[config.mk]
export PLATFORM = sky130hd
export DESIGN_NAME = data_store_buf_flat
export DESIGN_NICKNAME = d
export VERILOG_FILES = /design/src/rtl/data_store_buf_if.sv /design/src/rtl/data_store_buf.sv /design/src/flat_wrapper.sv
export SDC_FILE = /design/constraint.sdc
export NUM_CORES = 1
export LEC_CHECK = 0
export CAP_MARGIN = 20
export CORE_ASPECT_RATIO = 1.5
export CORE_MARGIN = 2
export CORE_UTILIZATION = 25
export DETAILED_ROUTE_END_ITERATION = 16
export PLACE_DENSITY_LB_ADDON = 0.05
export RECOVER_POWER = 100
export SETUP_SLACK_MARGIN = 0.02
export SYNTH_ARGS = -nofsm -noshare
export SYNTH_HDL_FRONTEND = slang
export SYNTH_SLANG_ARGS = --single-unit
export TNS_END_PERCENT = 50
[constraint.sdc]
create_clock -name clk -period 3.5 [get_ports clk]
set_input_delay 1.05 -clock clk [delete_from_list [all_inputs] [get_ports clk]]
set_output_delay 1.05 -clock clk [all_outputs]
set_load 0.005 [all_outputs]
[src/rtl/data_store_buf_if.sv]
// MEM-stage request/response and data_ram port bundle for the posted-store buffer.
// slave is the buffer's view; master is the pipeline/RAM side.
interface data_store_buf_if #(
    parameter int AW = 32,
    parameter int DW = 32
);
    localparam int SW = DW / 8;

    logic          mem_ce;
    logic          mem_we;
    logic [AW-1:0] mem_addr;
    logic [SW-1:0] mem_sel;
    logic [DW-1:0] mem_wdata;
    logic          sync;
    logic [DW-1:0] mem_rdata;
    logic          stall_req;
    logic          empty;

    logic          ram_ce;
    logic          ram_we;
    logic [AW-1:0] ram_addr;
    logic [SW-1:0] ram_sel;
    logic [DW-1:0] ram_wdata;
    logic [DW-1:0] ram_rdata;

    modport slave (
        input  mem_ce, mem_we, mem_addr, mem_sel, mem_wdata, sync, ram_rdata,
        output mem_rdata, stall_req, empty, ram_ce, ram_we, ram_addr, ram_sel, ram_wdata
    );

    modport master (
        output mem_ce, mem_we, mem_addr, mem_sel, mem_wdata, sync, ram_rdata,
        input  mem_rdata, stall_req, empty, ram_ce, ram_we, ram_addr, ram_sel, ram_wdata
    );
endinterface

[src/rtl/data_store_buf.sv]
// Posted-store buffer between MEM and data_ram: loads go straight to the RAM, stores drain on idle cycles.
// Define STORE_FWD_EN to forward buffered store bytes to loads instead of stalling on a word match.
module data_store_buf #(
    parameter int DEPTH = 4,
    parameter int AW    = 32,
    parameter int DW    = 32
) (
    input  logic             clk,
    input  logic             rst,
    data_store_buf_if.slave  bus
);
    localparam int SW = DW / 8;
    localparam int PW = $clog2(DEPTH);
    localparam int WW = AW - 2;

    logic [WW-1:0]    addr_mem [DEPTH];
    logic [SW-1:0]    sel_mem  [DEPTH];
    logic [DW-1:0]    data_mem [DEPTH];
    logic [DEPTH-1:0] valid_reg;
    logic [PW-1:0]    wr_ptr_reg;
    logic [PW-1:0]    rd_ptr_reg;
    logic [PW:0]      count_reg;

    logic [WW-1:0]    req_word;
    logic [DEPTH-1:0] hit;
    logic             any_hit;
    logic             q_empty;
    logic             q_full;
    logic             stall;
    logic             accept;
    logic             store_acc;
    logic             load_acc;
    logic             drain;
    logic [DW-1:0]    load_data;

    assign req_word = bus.mem_addr[AW-1:2];
    assign q_empty  = (count_reg == '0);
    assign q_full   = (count_reg == (PW+1)'(DEPTH));

    genvar gi;
    generate
        for (gi = 0; gi < DEPTH; gi++) begin : g_hit
            assign hit[gi] = valid_reg[gi] && (addr_mem[gi] == req_word);
        end
    endgenerate

    assign any_hit = |hit;

    always_comb begin
        stall = 1'b0;
        if (rst) begin
            if (bus.mem_ce && bus.mem_we && q_full)
                stall = 1'b1;
            if (bus.sync && !q_empty)
                stall = 1'b1;
`ifndef STORE_FWD_EN
            // Without forwarding, a load must wait until the overlapping stores have retired.
            if (bus.mem_ce && !bus.mem_we && any_hit)
                stall = 1'b1;
`endif
        end
    end

    assign accept    = rst && bus.mem_ce && !stall;
    assign store_acc = accept && bus.mem_we;
    assign load_acc  = accept && !bus.mem_we;
    // Requests never coincide with a drain, so push and pop are mutually exclusive.
    assign drain     = rst && !q_empty && !accept;

`ifdef STORE_FWD_EN
    // Walk entries oldest to youngest so the youngest matching byte wins.
    generate
        for (gi = 0; gi < SW; gi++) begin : g_lane
            logic [7:0]    lane;
            logic [PW-1:0] idx;
            always_comb begin
                lane = bus.ram_rdata[gi*8 +: 8];
                idx  = '0;
                for (int k = 0; k < DEPTH; k++) begin
                    idx = rd_ptr_reg + PW'(k);
                    if (hit[idx] && sel_mem[idx][gi])
                        lane = data_mem[idx][gi*8 +: 8];
                end
            end
            assign load_data[gi*8 +: 8] = lane;
        end
    endgenerate
`else
    assign load_data = bus.ram_rdata;
`endif

    logic          ram_ce_c;
    logic          ram_we_c;
    logic [AW-1:0] ram_addr_c;
    logic [SW-1:0] ram_sel_c;
    logic [DW-1:0] ram_wdata_c;
    logic [DW-1:0] mem_rdata_c;

    always_comb begin
        ram_ce_c    = 1'b0;
        ram_we_c    = 1'b0;
        ram_addr_c  = '0;
        ram_sel_c   = '0;
        ram_wdata_c = '0;
        mem_rdata_c = '0;
        if (load_acc) begin
            ram_ce_c    = 1'b1;
            ram_addr_c  = bus.mem_addr;
            ram_sel_c   = bus.mem_sel;
            mem_rdata_c = load_data;
        end else if (drain) begin
            ram_ce_c    = 1'b1;
            ram_we_c    = 1'b1;
            ram_addr_c  = {addr_mem[rd_ptr_reg], 2'b00};
            ram_sel_c   = sel_mem[rd_ptr_reg];
            ram_wdata_c = data_mem[rd_ptr_reg];
        end
    end

    assign bus.ram_ce    = ram_ce_c;
    assign bus.ram_we    = ram_we_c;
    assign bus.ram_addr  = ram_addr_c;
    assign bus.ram_sel   = ram_sel_c;
    assign bus.ram_wdata = ram_wdata_c;
    assign bus.mem_rdata = mem_rdata_c;
    assign bus.stall_req = stall;
    assign bus.empty     = !rst || q_empty;

    always_ff @(posedge clk) begin
        if (!rst) begin
            wr_ptr_reg <= '0;
            rd_ptr_reg <= '0;
            count_reg  <= '0;
            valid_reg  <= '0;
        end else if (store_acc) begin
            valid_reg[wr_ptr_reg] <= 1'b1;
            wr_ptr_reg            <= wr_ptr_reg + 1'b1;
            count_reg             <= count_reg + 1'b1;
        end else if (drain) begin
            valid_reg[rd_ptr_reg] <= 1'b0;
            rd_ptr_reg            <= rd_ptr_reg + 1'b1;
            count_reg             <= count_reg - 1'b1;
        end
    end

    always_ff @(posedge clk) begin
        if (store_acc) begin
            addr_mem[wr_ptr_reg] <= req_word;
            sel_mem[wr_ptr_reg]  <= bus.mem_sel;
            data_mem[wr_ptr_reg] <= bus.mem_wdata;
        end
    end
endmodule
[src/flat_wrapper.sv]
// flat-port wrapper written by rule: the top's interface ports become plain ports
module data_store_buf_flat 
#(
    parameter int DEPTH = 4,
    parameter int AW    = 32,
    parameter int DW    = 32
)
  (clk, rst, bus_mem_ce, bus_mem_we, bus_mem_addr, bus_mem_sel, bus_mem_wdata, bus_sync, bus_ram_rdata, bus_mem_rdata, bus_stall_req, bus_empty, bus_ram_ce, bus_ram_we, bus_ram_addr, bus_ram_sel, bus_ram_wdata);
  data_store_buf_if #(.AW(AW), .DW(DW)) bus_i ();
  input  logic clk;
  input  logic rst;
  input wire logic [$bits(bus_i.mem_ce)-1:0] bus_mem_ce;
  input wire logic [$bits(bus_i.mem_we)-1:0] bus_mem_we;
  input wire logic [$bits(bus_i.mem_addr)-1:0] bus_mem_addr;
  input wire logic [$bits(bus_i.mem_sel)-1:0] bus_mem_sel;
  input wire logic [$bits(bus_i.mem_wdata)-1:0] bus_mem_wdata;
  input wire logic [$bits(bus_i.sync)-1:0] bus_sync;
  input wire logic [$bits(bus_i.ram_rdata)-1:0] bus_ram_rdata;
  output wire logic [$bits(bus_i.mem_rdata)-1:0] bus_mem_rdata;
  output wire logic [$bits(bus_i.stall_req)-1:0] bus_stall_req;
  output wire logic [$bits(bus_i.empty)-1:0] bus_empty;
  output wire logic [$bits(bus_i.ram_ce)-1:0] bus_ram_ce;
  output wire logic [$bits(bus_i.ram_we)-1:0] bus_ram_we;
  output wire logic [$bits(bus_i.ram_addr)-1:0] bus_ram_addr;
  output wire logic [$bits(bus_i.ram_sel)-1:0] bus_ram_sel;
  output wire logic [$bits(bus_i.ram_wdata)-1:0] bus_ram_wdata;
  assign bus_i.mem_ce = bus_mem_ce;
  assign bus_i.mem_we = bus_mem_we;
  assign bus_i.mem_addr = bus_mem_addr;
  assign bus_i.mem_sel = bus_mem_sel;
  assign bus_i.mem_wdata = bus_mem_wdata;
  assign bus_i.sync = bus_sync;
  assign bus_i.ram_rdata = bus_ram_rdata;
  assign bus_mem_rdata = bus_i.mem_rdata;
  assign bus_stall_req = bus_i.stall_req;
  assign bus_empty = bus_i.empty;
  assign bus_ram_ce = bus_i.ram_ce;
  assign bus_ram_we = bus_i.ram_we;
  assign bus_ram_addr = bus_i.ram_addr;
  assign bus_ram_sel = bus_i.ram_sel;
  assign bus_ram_wdata = bus_i.ram_wdata;
  data_store_buf #(.DEPTH(DEPTH), .AW(AW), .DW(DW)) u_core (.clk(clk), .rst(rst), .bus(bus_i));
endmodule
**Word-level counts from Yosys, hierarchy flattened**

Memory sizes are Yosys's and may differ from the RTL's. A register that Yosys moved wholly into a read port is not among the register bits.
Cells that the tools add are included.
W data, S select, Z words.

- Register bits: 11
- Memory bits (writable): 264
- Memories: 3
- Output and inout port bits: 104
- Bits of input ports: 105
- Logic and storage cells: 81

- Bitwise logic cells: 4
- Reductions and logical operators: 27
- Equal/unequal tests: 5
- Add/sub/neg operators: 4
- Multiplexer cells: 30
- $lt $le $gt $ge: 4

Memory list:

| name | words | bits a word | rd ports | clocked after memory_dff | write ports | RTL line | RTL |
|---|---|---|---|---|---|---|---|
| u_core.data_mem | 4 | 32 | 1 | 1 | 1 | data_store_buf.sv:18 | `logic [DW-1:0] data_mem [DEPTH];` |
| u_core.addr_mem | 4 | 30 | 5 | 1 | 1 | data_store_buf.sv:16 | `logic [WW-1:0] addr_mem [DEPTH];` |
| u_core.sel_mem | 4 | 4 | 1 | 1 | 1 | data_store_buf.sv:17 | `logic [SW-1:0] sel_mem [DEPTH];` |

Operators by type and width:

| cell | number |
|---|---|
| $mux W32 | 5 |
| $eq A30 B30 Y1 | 4 |
| $logic_and A1 B1 Y1 | 17 |
| $mux W4 | 4 |
| $mux W2 | 6 |
| $mux W1 | 11 |
| $lt A2 B3 Y1 const B | 2 |
| $mux W3 | 2 |
| $logic_not A1 Y1 | 5 |
| $add A2 B1 Y2 const B | 2 |
| $and A4 B4 Y4 | 1 |
| $demux W1 S2 | 2 |
| $ge A2 B1 Y1 const B | 2 |
| $not A4 Y4 | 1 |
| $or A4 B4 Y4 | 1 |
| $reduce_or A4 Y1 | 1 |
| $add A3 B1 Y3 const B | 1 |
| $eq A3 B3 Y1 const B | 1 |
| $logic_not A3 Y1 | 1 |
| $sub A3 B1 Y3 const B | 1 |
| $reduce_and A2 Y1 | 1 |
| $reduce_bool A2 Y1 | 1 |
| $logic_or A1 B1 Y1 | 1 |
| $not A1 Y1 | 1 |

**Logic depth before layout (Yosys ltp)**

Gate-level depths: netlist (run 1).

- Word-level depth: 13
- Depth in mapped cells: 10
- Depth with buffers taken out: 10

**Worst setup path before layout (run 1)**

OpenSTA, ideal clock, no wires.

- Kind: input to output
- From: input port bus_mem_addr[11]
- To: output port bus_ram_wdata[10]
- Buffers on the path: 2
- Stages on the path: 9
- Arrival time: 2.636 ns
- Path slack: -0.186 ns
- Required time: 2.450 ns
- Cells stage by stage: buf_2 xnor2_1 nand4_1 nor4_1 a22oi_1 a21oi_2 o21bai_4 clkbuf_1 and2b_1

- Word-level cells in the longest chain between the ends: 12
- Elaborated cells on any way between the ends: 19
- Classes of those cells: eq/ne (4); mux (4); reduce/logical (11)

Ends and longest elaborated chain:

| what | RTL line | RTL |
|---|---|---|
| start: declaration | flat_wrapper.sv:14 | `input wire logic [$bits(bus_i.mem_addr)-1:0] bus_mem_addr;` |
| $eq A30 B30 Y1 | data_store_buf.sv:43 | `assign hit[gi] = valid_reg[gi] && (addr_mem[gi] == req_word);` |
| $logic_and A1 B1 Y1 | data_store_buf.sv:43 |  |
| $reduce_or A4 Y1 * | data_store_buf.sv:47 | `assign any_hit = \|hit;` |
| $logic_and A1 B1 Y1 * | data_store_buf.sv:58 | `if (bus.mem_ce && !bus.mem_we && any_hit)` |
| $mux W1 * | data_store_buf.sv:58 |  |
| $mux W1 * | data_store_buf.sv:51 | `if (rst) begin` |
| $logic_not A1 Y1 * | data_store_buf.sv:64 | `assign accept = rst && bus.mem_ce && !stall;` |
| $logic_and A1 B1 Y1 * | data_store_buf.sv:64 |  |
| $logic_not A1 Y1 | data_store_buf.sv:68 | `assign drain = rst && !q_empty && !accept;` |
| $logic_and A1 B1 Y1 | data_store_buf.sv:68 |  |
| $mux W32 | data_store_buf.sv:111 | `end else if (drain) begin` |
| $mux W32 * | data_store_buf.sv:106 | `if (load_acc) begin` |
| end: declaration | flat_wrapper.sv:26 | `output wire logic [$bits(bus_i.ram_wdata)-1:0] bus_ram_wdata;` |

Every way passes the cells marked *; elsewhere a longest branch is shown, timed or not.

**Final worst setup path (run 1)**

- From: input port bus_mem_addr[3]
- To: output port bus_ram_wdata[26]

Same word-level chain as after synthesis.

==> results of run 1 <==
-- kinds of logic (layout without fill, tap and decap cells) --
| family | after synthesis | count (layout) | synth area share |
|---|---|---|---|
| xor gates and xnor gates | 121 | 121 | 0.0835 |
| muxes | 69 | 69 | 0.120 |
| DFF | 277 | 277 | 0.645 |
| and+or+nand+nor | 170 | 170 | 0.0776 |
| AOI/OAI and AO/OA | 55 | 55 | 0.0271 |
| buffers and inverters | 106 | 554 | 0.0373 |
| adders and majority gates | 9 | 9 | 0.00947 |
-- cell usage in the layout (no fill, tap or decap), types with 16 or more instances in the layout --
cell type / n
clkbuf_1: 37
buf_2: 63
clkbuf_4: 16
dlygate4sd3_1: 36
inv_1: 44
clkbuf_16: 35
buf_12: 26
xnor2_4: 24
nand2_1: 31
xnor2_2: 54
and2_4: 28
and2b_1: 16
xnor2_1: 43
clkdlybuf4s50_1: 38
buf_4: 106
clkbuf_2: 25
nand4_1: 29
buf_6: 78
edfxtp_1: 264
mux4_2: 66
o21ai_2: 27
-- layer usage --
metal	vias up	GRT usage	share of wire
li1	3863	-	-
met5	-	0	0
met1	4153	0.183	0.39
met3	37	0.0248	0.048
met4	0	0.0315	0.014
met2	224	0.297	0.55
-- worst min-delay path, delay by kind of cell, from the launching register on --
family / cells / cell delay (ns)
compound gates: 1 / 0.06
simple gates: 1 / 0.06
flops: 1 / 0.34
-- report_power, final --
group / switching, mW / total [mW] / internal, mW
Clock: 1.34 / 3.33 / 1.99
Sequential: 0.154 / 3.91 / 3.75
Combinational: 1.88 / 4.29 / 2.41
-- through the flow --
stage                     cells  setup WS, ns  hold WS, ns  setup TNS, ns  utilization
after floorplan             807        -0.113        0.477          -4.45            -
after global placement     1789         -2.01        0.506        -201.04        0.337
after detailed placement   1789         -2.03        0.504        -202.69        0.337
after CTS                  1897         -1.30        0.513        -104.97        0.386
after global routing       1924         -1.05        0.541         -93.20        0.392
final                      1924        -0.993        0.514         -83.07        0.392
-- area by class of cell --
cell class                 instances  area (um^2)  share of cell area
timing repair buffer             452         4150               0.210
sequential                       277         8200               0.415
clock inverter                    20          233              0.0118
multi-input combinational        424         5380               0.272
clock buffer                      37          798              0.0404
tap                              669          837              0.0424
inverter                          45          171             0.00868
-- worst paths after layout --
check,to,slack [ns],cells past startpoint
hold reg to reg,u_core.wr_ptr_reg[1],0.51,2
hold / removal,u_core.wr_ptr_reg[1],0.51,2
setup / recovery,bus_ram_wdata[26],-0.99,15
setup reg to reg,u_core.addr_mem[3][22],0.65,6
-- timing repair --
item | in CTS | in global routing
hold endpoints to repair | 0 | 0
endpoints found under the setup margin | 109 | 104
gates resized for setup | 524 | 287
gates cloned | 7 | 4
setup buffers | 56 | 39
pin swaps | 67 | 82
==> results.json, run 1 <==
{
  "status": "finished, violations left",
  "violations": "negative setup slack",
  "synthFlopType": "edfxtp_1",
  "r2r-start": "u_core.count_reg[2]",
  "timing.fmax_mhz": 223,
  "boundaryPins": 209,
  "die_y_um": 280,
  "p_leak_nw": 7.39,
  "dpl-instance-area_um2": 17000,
  "synth_area_um2": 12700,
  "dieWidth_um": 188,
  "start_util": 0.252,
  "drt_iter0_drc": 269,
  "n_fill_cell": 4755,
  "netlist_top_cells_count": "edfxtp_1, xnor2_1, mux4_2",
  "yosysWarnings": 0,
  "synth.most_common_cell": "edfxtp_1",
  "yosysTopAreaCell": "edfxtp_1",
  "grt_pass1_wl_mm": 59.8,
  "vias_per_cell": 4.30,
  "finClkSkew_ns": 0.0185,
  "grt_max_degree": 33,
  "period_minus_slack_ns": 4.49,
  "clk_latency_ns": 0.57,
  "grt_antenna_before_repair": 1,
  "tightest_slew_ns": 1.15,
  "synth_edf_count": 264,
  "setup_viol": 103,
  "syn_avg_cell_area_um2": 15.7,
  "drive_gt1_frac": 0.512,
  "reg_top3": "u_core.data_mem: 128 flops, u_core.addr_mem: 120 flops, u_core.sel_mem: 16 flops",
  "synth-seq-cells": 277,
  "p_total_mw": 11.5,
  "cp_slowest_stage_delay_ns": 0.31,
  "worstPathRequired_ns": 2.45,
  "final_hold_viol_count": 0,
  "hpwl_mm": 26.9,
  "drc": 0,
  "root_buffer": "clkbuf_16",
  "first_pass_iters": 6,
  "vdd_ir_drop_max_mv": 0.394,
  "finalInstanceArea_um2": 19800,
  "crit_chain": "buf_6, buf_6, xnor2_4, nand4_1, nor4_4, a22oi_2, a21oi_4, o21bai_4, buf_12, buf_8, buf_8, buf_12, buf_6, nor2b_4, buf_2",
  "synthTopCellsByArea": "edfxtp_1, mux4_2, xnor2_1",
  "min_from": "u_core.wr_ptr_reg[1]",
  "synth_async_sr_flop_share": 0,
  "io_buffers": 208,
  "rows": 101,
  "htree_levels": 1,
  "diodes": 0,
  "yosysTopAreaCellShare": 0.625,
  "path_max_fanout": 5,
  "syn-instance-count": 807,
  "track_usage": 0.155,
  "hold_class": "reg -> reg",
  "worstPathArrival_ns": 3.44,
  "syn_to_final_growth_pct": 55.8,
  "num_vias": 8277,
  "max-cap-violations": 0,
  "critPathTopFamily": "buffers and inverters",
  "overflow": 0,
  "period_share": 1.28,
  "drv_slew": 0,
  "rsz0062_at_grt": "yes",
  "ys_types": 46,
  "ant_nets": 0,
  "fin_nets": 1345,
  "ctsHoldBuffers": 0,
  "worstSetupPathType": "in -> out",
  "dieArea_um2": 52600,
  "wl_mm": 41.8,
  "cts_tree": "built",
  "start_kind": "input port",
  "cp_num_buf_inv": 8,
  "place_congestion": 0.716,
  "fin_ws_ns": -0.993,
  "cts.sinks": 277,
  "clk_pin_slew_ns": 0.06,
  "numCtsBuffers": 31,
  "wire_per_inst_um": 21.7,
  "seq_area_frac_synth": 0.645,
  "core_area_um2": 50400,
  "end_kind": "output port",
  "powerDensity_nw_per_um2": 584,
  "clk_path_buf_depth": 3,
  "slowest_stage": "nand4_1",
  "grt_pass1_vias": 8882,
  "synth_nets": 921,
  "cp-startpoint": "bus_mem_addr[3]",
  "path_common_cell": "buf_6",
  "largest_reg_flops": 128,
  "regMostFlops": "u_core.data_mem",
  "max_slew_margin": 0.235
}
No activity file was read; power rests on OpenSTA's default activity.
==> run 2: changes to the inputs <==
--- a/config.mk
+++ b/config.mk
@@ -8,7 +8,7 @@
 export CAP_MARGIN = 20
 export CORE_ASPECT_RATIO = 1.5
 export CORE_MARGIN = 2
-export CORE_UTILIZATION = 25
+export CORE_UTILIZATION = 40
 export DETAILED_ROUTE_END_ITERATION = 16
 export PLACE_DENSITY_LB_ADDON = 0.05
 export RECOVER_POWER = 100
==> run 2 against run 1 <==
- the flow still finishes with violations (negative setup slack)
- via count decreased by 4.1%
- non-clock buffer count decreased by 86
- sequential share of layout area increased by 2.6 points
- count of clock-buffer cells in the layout decreased by 9
- wire length decreased by 18%
- critical path depth decreased by 4
- critical path type unchanged
- critical endpoint is now bus_mem_rdata[19]
- largest cell class unchanged
- largest power group unchanged
==> results.json, run 2 (synthesis gave the netlist of run 1 again) <==
{
  "status": "finished, violations left",
  "violations": "negative setup slack",
  "place_congestion": 0.800,
  "powerDensity_nw_per_um2": 577,
  "start_kind": "input port",
  "start_util": 0.407,
  "path_max_fanout": 10,
  "cts.sinks": 277,
  "cp_slowest_stage_delay_ns": 0.33,
  "first_pass_iters": 4,
  "max_slew_margin": 0.706,
  "grt_max_degree": 44,
  "max-cap-violations": 0,
  "vdd_ir_drop_max_mv": 0.525,
  "regMostFlops": "u_core.data_mem",
  "drive_gt1_frac": 0.481,
  "slowest_stage": "nor4_2",
  "cp-startpoint": "bus_mem_addr[6]",
  "clk_pin_slew_ns": 0.07,
  "hold_class": "reg -> reg",
  "period_share": 1.22,
  "period_minus_slack_ns": 4.29,
  "largest_reg_flops": 128,
  "crit_chain": "buf_8, xnor2_1, buf_4, nand4_1, nor4_2, a22oi_2, buf_4, and4_4, bufbuf_16, and2_1, dlygate4sd2_1",
  "rows": 79,
  "dieWidth_um": 149,
  "syn_to_final_growth_pct": 46.7,
  "reg_top3": "u_core.data_mem: 128 flops, u_core.addr_mem: 120 flops, u_core.sel_mem: 16 flops",
  "fin_ws_ns": -0.787,
  "worstPathRequired_ns": 2.45,
  "worstPathArrival_ns": 3.24,
  "whs_ns": 0.532,
  "grt_antenna_before_repair": 1,
  "timing.fmax_mhz": 233,
  "finalSetupTns_ns": -71.03,
  "mostFrequentLayoutCell": "edfxtp_1",
  "p_leak_nw": 6.94,
  "vias_per_cell": 5.07,
  "track_usage": 0.210,
  "drv_slew": 0,
  "num_vias": 7936,
  "drt_iter0_drc": 277,
  "rsz0062_at_grt": "yes",
  "rrSetupSlack_ns": 0.88,
  "grt_pass1_wl_mm": 52.1,
  "clk_latency_ns": 0.54,
  "dieArea_um2": 33200,
  "r2r-start": "u_core.addr_mem[3][4]",
  "worstSetupPathType": "in -> out",
  "final_hold_viol_count": 0,
  "path_common_cell": "buf_4",
  "die_y_um": 222,
  "tightest_slew_ns": 0.441,
  "cts_tree": "built",
  "fin_nets": 1255,
  "numCtsBuffers": 27,
  "core_area_um2": 31100,
  "cp_num_buf_inv": 5,
  "htree_levels": 1,
  "ant_nets": 0,
  "wire_per_inst_um": 22.0,
  "finClkSkew_ns": 0.0157,
  "final_cell_mix": "edfxtp_1, buf_4, buf_2",
  "min_from": "u_core.wr_ptr_reg[1]",
  "grt_pass1_vias": 8681,
  "setup_viol": 103,
  "overflow": 0,
  "clk_path_buf_depth": 3,
  "root_buffer": "clkbuf_16",
  "drc": 0,
  "wl_mm": 34.4,
  "boundaryPins": 209,
  "hpwl_mm": 23.1,
  "end_kind": "output port",
  "io_buffers": 208,
  "critPathTopFamily": "buffers and inverters"
}
-- run 2: cell types whose count changed in the layout (fill, tap and decap cells not counted), moves of 12 or more --
cell | previous run | this run
nand2_1 | 31 | 17
clkbuf_1 | 37 | 1
and2_1 | 8 | 34
buf_6 | 78 | 37
clkbuf_4 | 16 | 2
clkbuf_2 | 25 | 10
and2_4 | 28 | 2
buf_4 | 106 | 84
nand2_2 | 7 | 19
clkdlybuf4s50_1 | 38 | 73
clkdlybuf4s15_1 | 1 | 26
dlygate4sd3_1 | 36 | 0
buf_2 | 63 | 76
-- run 2: worst reg2reg max path: stages (launching register included) --
cell	delay, ns
edfxtp_1	0.41
xnor2_1	0.16
buf_4	0.17
nand4_1	0.21
nor4_2	0.33
a22oi_2	0.18
a21oi_2	0.23
o21bai_4	0.10
buf_8	0.16
buf_6	0.15
buf_4	0.15
o221a_2	0.26
-- run 2: final cells by class --
class,count,area (um^2)
clock buffer,28,679
tap,405,507
clock inverter,19,205
fill,2487,12500
sequential,277,8190
multi-input combinational,424,5270
antenna,1,2.50
timing repair buffer,366,3580
inverter,45,176
-- run 2: metal layers --
metal	wire, um	track usage	vias to the layer above
li1	-	-	3670
met1	12900	0.248	4010
met2	18800	0.386	213
met3	1710	0.0337	43
met4	955	0.0685	0
met5	0	0	-
-- run 2: final timing paths --
| check | end | cells after the start |
|---|---|---|
| worst max register to register | u_core.valid_reg[3] | 11 |
| worst min-delay path | u_core.wr_ptr_reg[1] | 2 |
| worst max-delay path | bus_mem_rdata[19] | 11 |
| worst min register to register | u_core.wr_ptr_reg[1] | 2 |
-- run 2: what timing repair did --
item                       in CTS  in global routing
gates cloned                    9                  1
setup buffers                  33                  2
setup endpoints to repair     108                103
resized for setup             625                 78
hold buffers                    0                  0
pin swaps                      70                 34
-- run 2: where the power goes --
part	internal [mW]	switching, mW
Clock	1.70	1.23
Sequential	3.75	0.146
Combinational	2.20	1.71
Total	7.65	3.09
-- run 2: through the flow --
stage	std cells	util	instance area [um^2]	power, mW	setup slack [ns]
3_5_place_dp	1478	0.525	16300	7.50	-1.85
3_3_place_gp	1478	0.525	16300	7.50	-1.87
6_report	1565	0.598	18600	10.7	-0.787
4_1_cts	1565	0.592	18400	10.8	-0.869
5_1_grt	1564	0.598	18600	11.2	-0.894
2_1_floorplan	807	-	13100	5.89	-0.113
==> run 3: changes to the inputs <==
--- a/config.mk
+++ b/config.mk
@@ -6,12 +6,15 @@
 export NUM_CORES = 1
 export LEC_CHECK = 0
 export CAP_MARGIN = 20
+export CELL_PAD_IN_SITES_DETAIL_PLACEMENT = 1
+export CELL_PAD_IN_SITES_GLOBAL_PLACEMENT = 1
 export CORE_ASPECT_RATIO = 1.5
 export CORE_MARGIN = 2
 export CORE_UTILIZATION = 40
 export DETAILED_ROUTE_END_ITERATION = 16
 export PLACE_DENSITY_LB_ADDON = 0.05
 export RECOVER_POWER = 100
+export REMOVE_ABC_BUFFERS = 1
 export SETUP_SLACK_MARGIN = 0.02
 export SYNTH_ARGS = -nofsm -noshare
 export SYNTH_HDL_FRONTEND = slang
==> run 3 against run 2 <==
- the run still ends with negative setup slack left
- sequential power down 2%
- combinational power grew 5%
- via count rose by 3.2%
- global-route usage grew 2.2 points
- register-to-register slack worse by 0.20 ns
- clock skew shrank 0.0040 ns
==> results.json, run 3 (synthesis gave the netlist of run 1 again) <==
{
  "io_buffers": 208,
  "tightest_slew_ns": 0.716,
  "grt_antenna_before_repair": 0,
  "grt_pass1_wl_mm": 57.4,
  "finClkSkew_ns": 0.0117,
  "clk_latency_ns": 0.53,
  "core_area_um2": 31100,
  "clk_path_buf_depth": 3,
  "ctsHoldBuffers": 0,
  "timing.fmax_mhz": 225,
  "path_max_fanout": 7,
  "regMostFlops": "u_core.data_mem",
  "powerDensity_nw_per_um2": 607,
  "dieWidth_um": 149,
  "final_hold_viol_count": 0,
  "ant_nets": 0,
  "status": "finished, violations left",
  "track_usage": 0.232,
  "n_fill_cell": 2887,
  "diodes": 0,
  "grt_max_degree": 68,
  "mostFrequentLayoutCell": "edfxtp_1",
  "rsz0062_at_grt": "yes",
  "first_pass_iters": 5,
  "die_y_um": 222,
  "largest_reg_flops": 128,
  "finalSetupTns_ns": -80.92,
  "overflow": 0,
  "finalInstanceArea_um2": 18300,
  "final_cell_mix": "edfxtp_1, buf_2, buf_4",
  "dpl-instance-area_um2": 16100,
  "comb_power_share": 0.369,
  "htree_levels": 1,
  "reg_top3": "u_core.data_mem: 128 flops, u_core.addr_mem: 120 flops, u_core.sel_mem: 16 flops",
  "dieArea_um2": 33200,
  "grt_pass1_vias": 9233,
  "place_congestion": 0.788,
  "p_leak_nw": 6.85,
  "min_path_cells": 1,
  "numCtsBuffers": 27,
  "hpwl_mm": 23.4,
  "wire_per_inst_um": 24.6,
  "fin_ws_ns": -0.941,
  "cts.sinks": 277,
  "hold_class": "reg -> reg",
  "root_buffer": "clkbuf_16",
  "start_kind": "input port",
  "vias_per_cell": 5.22,
  "clockPowerShare": 0.287,
  "max_slew_margin": 0.518,
  "boundaryPins": 209,
  "worstPathRequired_ns": 2.45,
  "stdcell_count": 1567,
  "cts_tree": "built",
  "fin_nets": 1256,
  "worstSetupPathType": "in -> out",
  "p_total_mw": 11.1,
  "drc": 0,
  "rows": 79,
  "rrSetupSlack_ns": 0.68,
  "place_inst": 1476,
  "period_share": 1.27,
  "violations": "negative setup slack",
  "p_int_mw": 7.89,
  "switching_share": 0.291,
  "end_kind": "output port",
  "wl_mm": 38.6,
  "setup_viol": 103,
  "whs_ns": 0.551,
  "p_switching_mw": 3.24,
  "drt_iter0_drc": 409,
  "clk_pin_slew_ns": 0.07,
  "drv_slew": 0,
  "max-cap-violations": 0,
  "num_vias": 8187,
  "start_util": 0.407,
  "vdd_ir_drop_max_mv": 0.606,
  "period_minus_slack_ns": 4.44,
  "worstPathArrival_ns": 3.39,
  "drive_gt1_frac": 0.478,
  "rr_worst_depth": 10,
  "p_seq_frac": 0.344,
  "syn_to_final_growth_pct": 44.5
}
-- run 3: changes by cell type in the layout (fill, tap and decap cells not counted), moves of 8 or more --
| cell | delta |
|---|---|
| xnor2_1 | +15 |
| clkbuf_2 | +18 |
| and2_4 | +15 |
| buf_4 | -9 |
| xnor2_2 | -12 |
| clkbuf_1 | +16 |
| nand2_1 | +16 |
| nand2_2 | -10 |
| clkdlybuf4s15_2 | -8 |
| clkdlybuf4s15_1 | -25 |
| and2_1 | -15 |
| buf_6 | +13 |
-- run 3: timing repair --
item / 4_1_cts / 5_1_grt
endpoints found under the hold margin: 0 / 0
pin swaps: 91 / 24
cloned: 13 / 1
setup buffers: 34 / 5
resized for setup: 726 / 101
setup endpoints to repair: 109 / 103
-- run 3: layout make-up --
class | count | area [um^2] | area share
flip-flops and latches | 277 | 8190 | 0.447
multi-input cells | 425 | 5160 | 0.281
repair buffers | 366 | 3340 | 0.182
clock buffers | 29 | 683 | 0.0373
well taps | 405 | 507 | 0.0276
clock inverters | 20 | 277 | 0.0151
inverters | 45 | 171 | 0.00935
-- run 3: worst max-delay path, cell delays in order --
cell,delay [ns]
buf_4,0.17
xnor2_4,0.18
nand4_1,0.24
nor4_4,0.31
buf_4,0.16
a22oi_2,0.12
a21oi_4,0.25
o21bai_4,0.11
buf_12,0.15
buf_12,0.15
buf_12,0.15
buf_8,0.13
nor2b_4,0.10
buf_2,0.11
-- run 3: final timing paths --
path,startpoint,to
setup / recovery,bus_mem_addr[19],bus_ram_wdata[16]
hold / removal,u_core.valid_reg[2],u_core.valid_reg[2]
setup reg to reg,u_core.addr_mem[3][24],flip-flop
hold reg to reg,u_core.valid_reg[2],u_core.valid_reg[2]
-- run 3: through the flow --
stage               setup WS (ns)  utilization
finish                     -0.941        0.589
global route                -1.02        0.589
CTS                        -0.927        0.585
detailed placement          -2.15        0.517
global placement            -2.14        0.517
floorplan                   -1.17            -
-- run 3: power by group through the flow --
stage / clock (mW) / sequential, mW / combinational, mW
3_3_place_gp: 0 / 3.88 / 3.34
5_1_grt: 3.35 / 3.84 / 4.38
6_report: 3.19 / 3.83 / 4.11
4_1_cts: 3.25 / 3.83 / 4.06
2_1_floorplan: 0 / 4.11 / 1.50
3_5_place_dp: 0 / 3.88 / 3.40
-- run 3: per-layer routing --
metal,share of wire,track usage,vias up
met5,0,0,-
met4,0.036,0.0885,0
met3,0.048,0.0331,61
met2,0.54,0.429,243
met1,0.38,0.268,4211
li1,-,-,3672
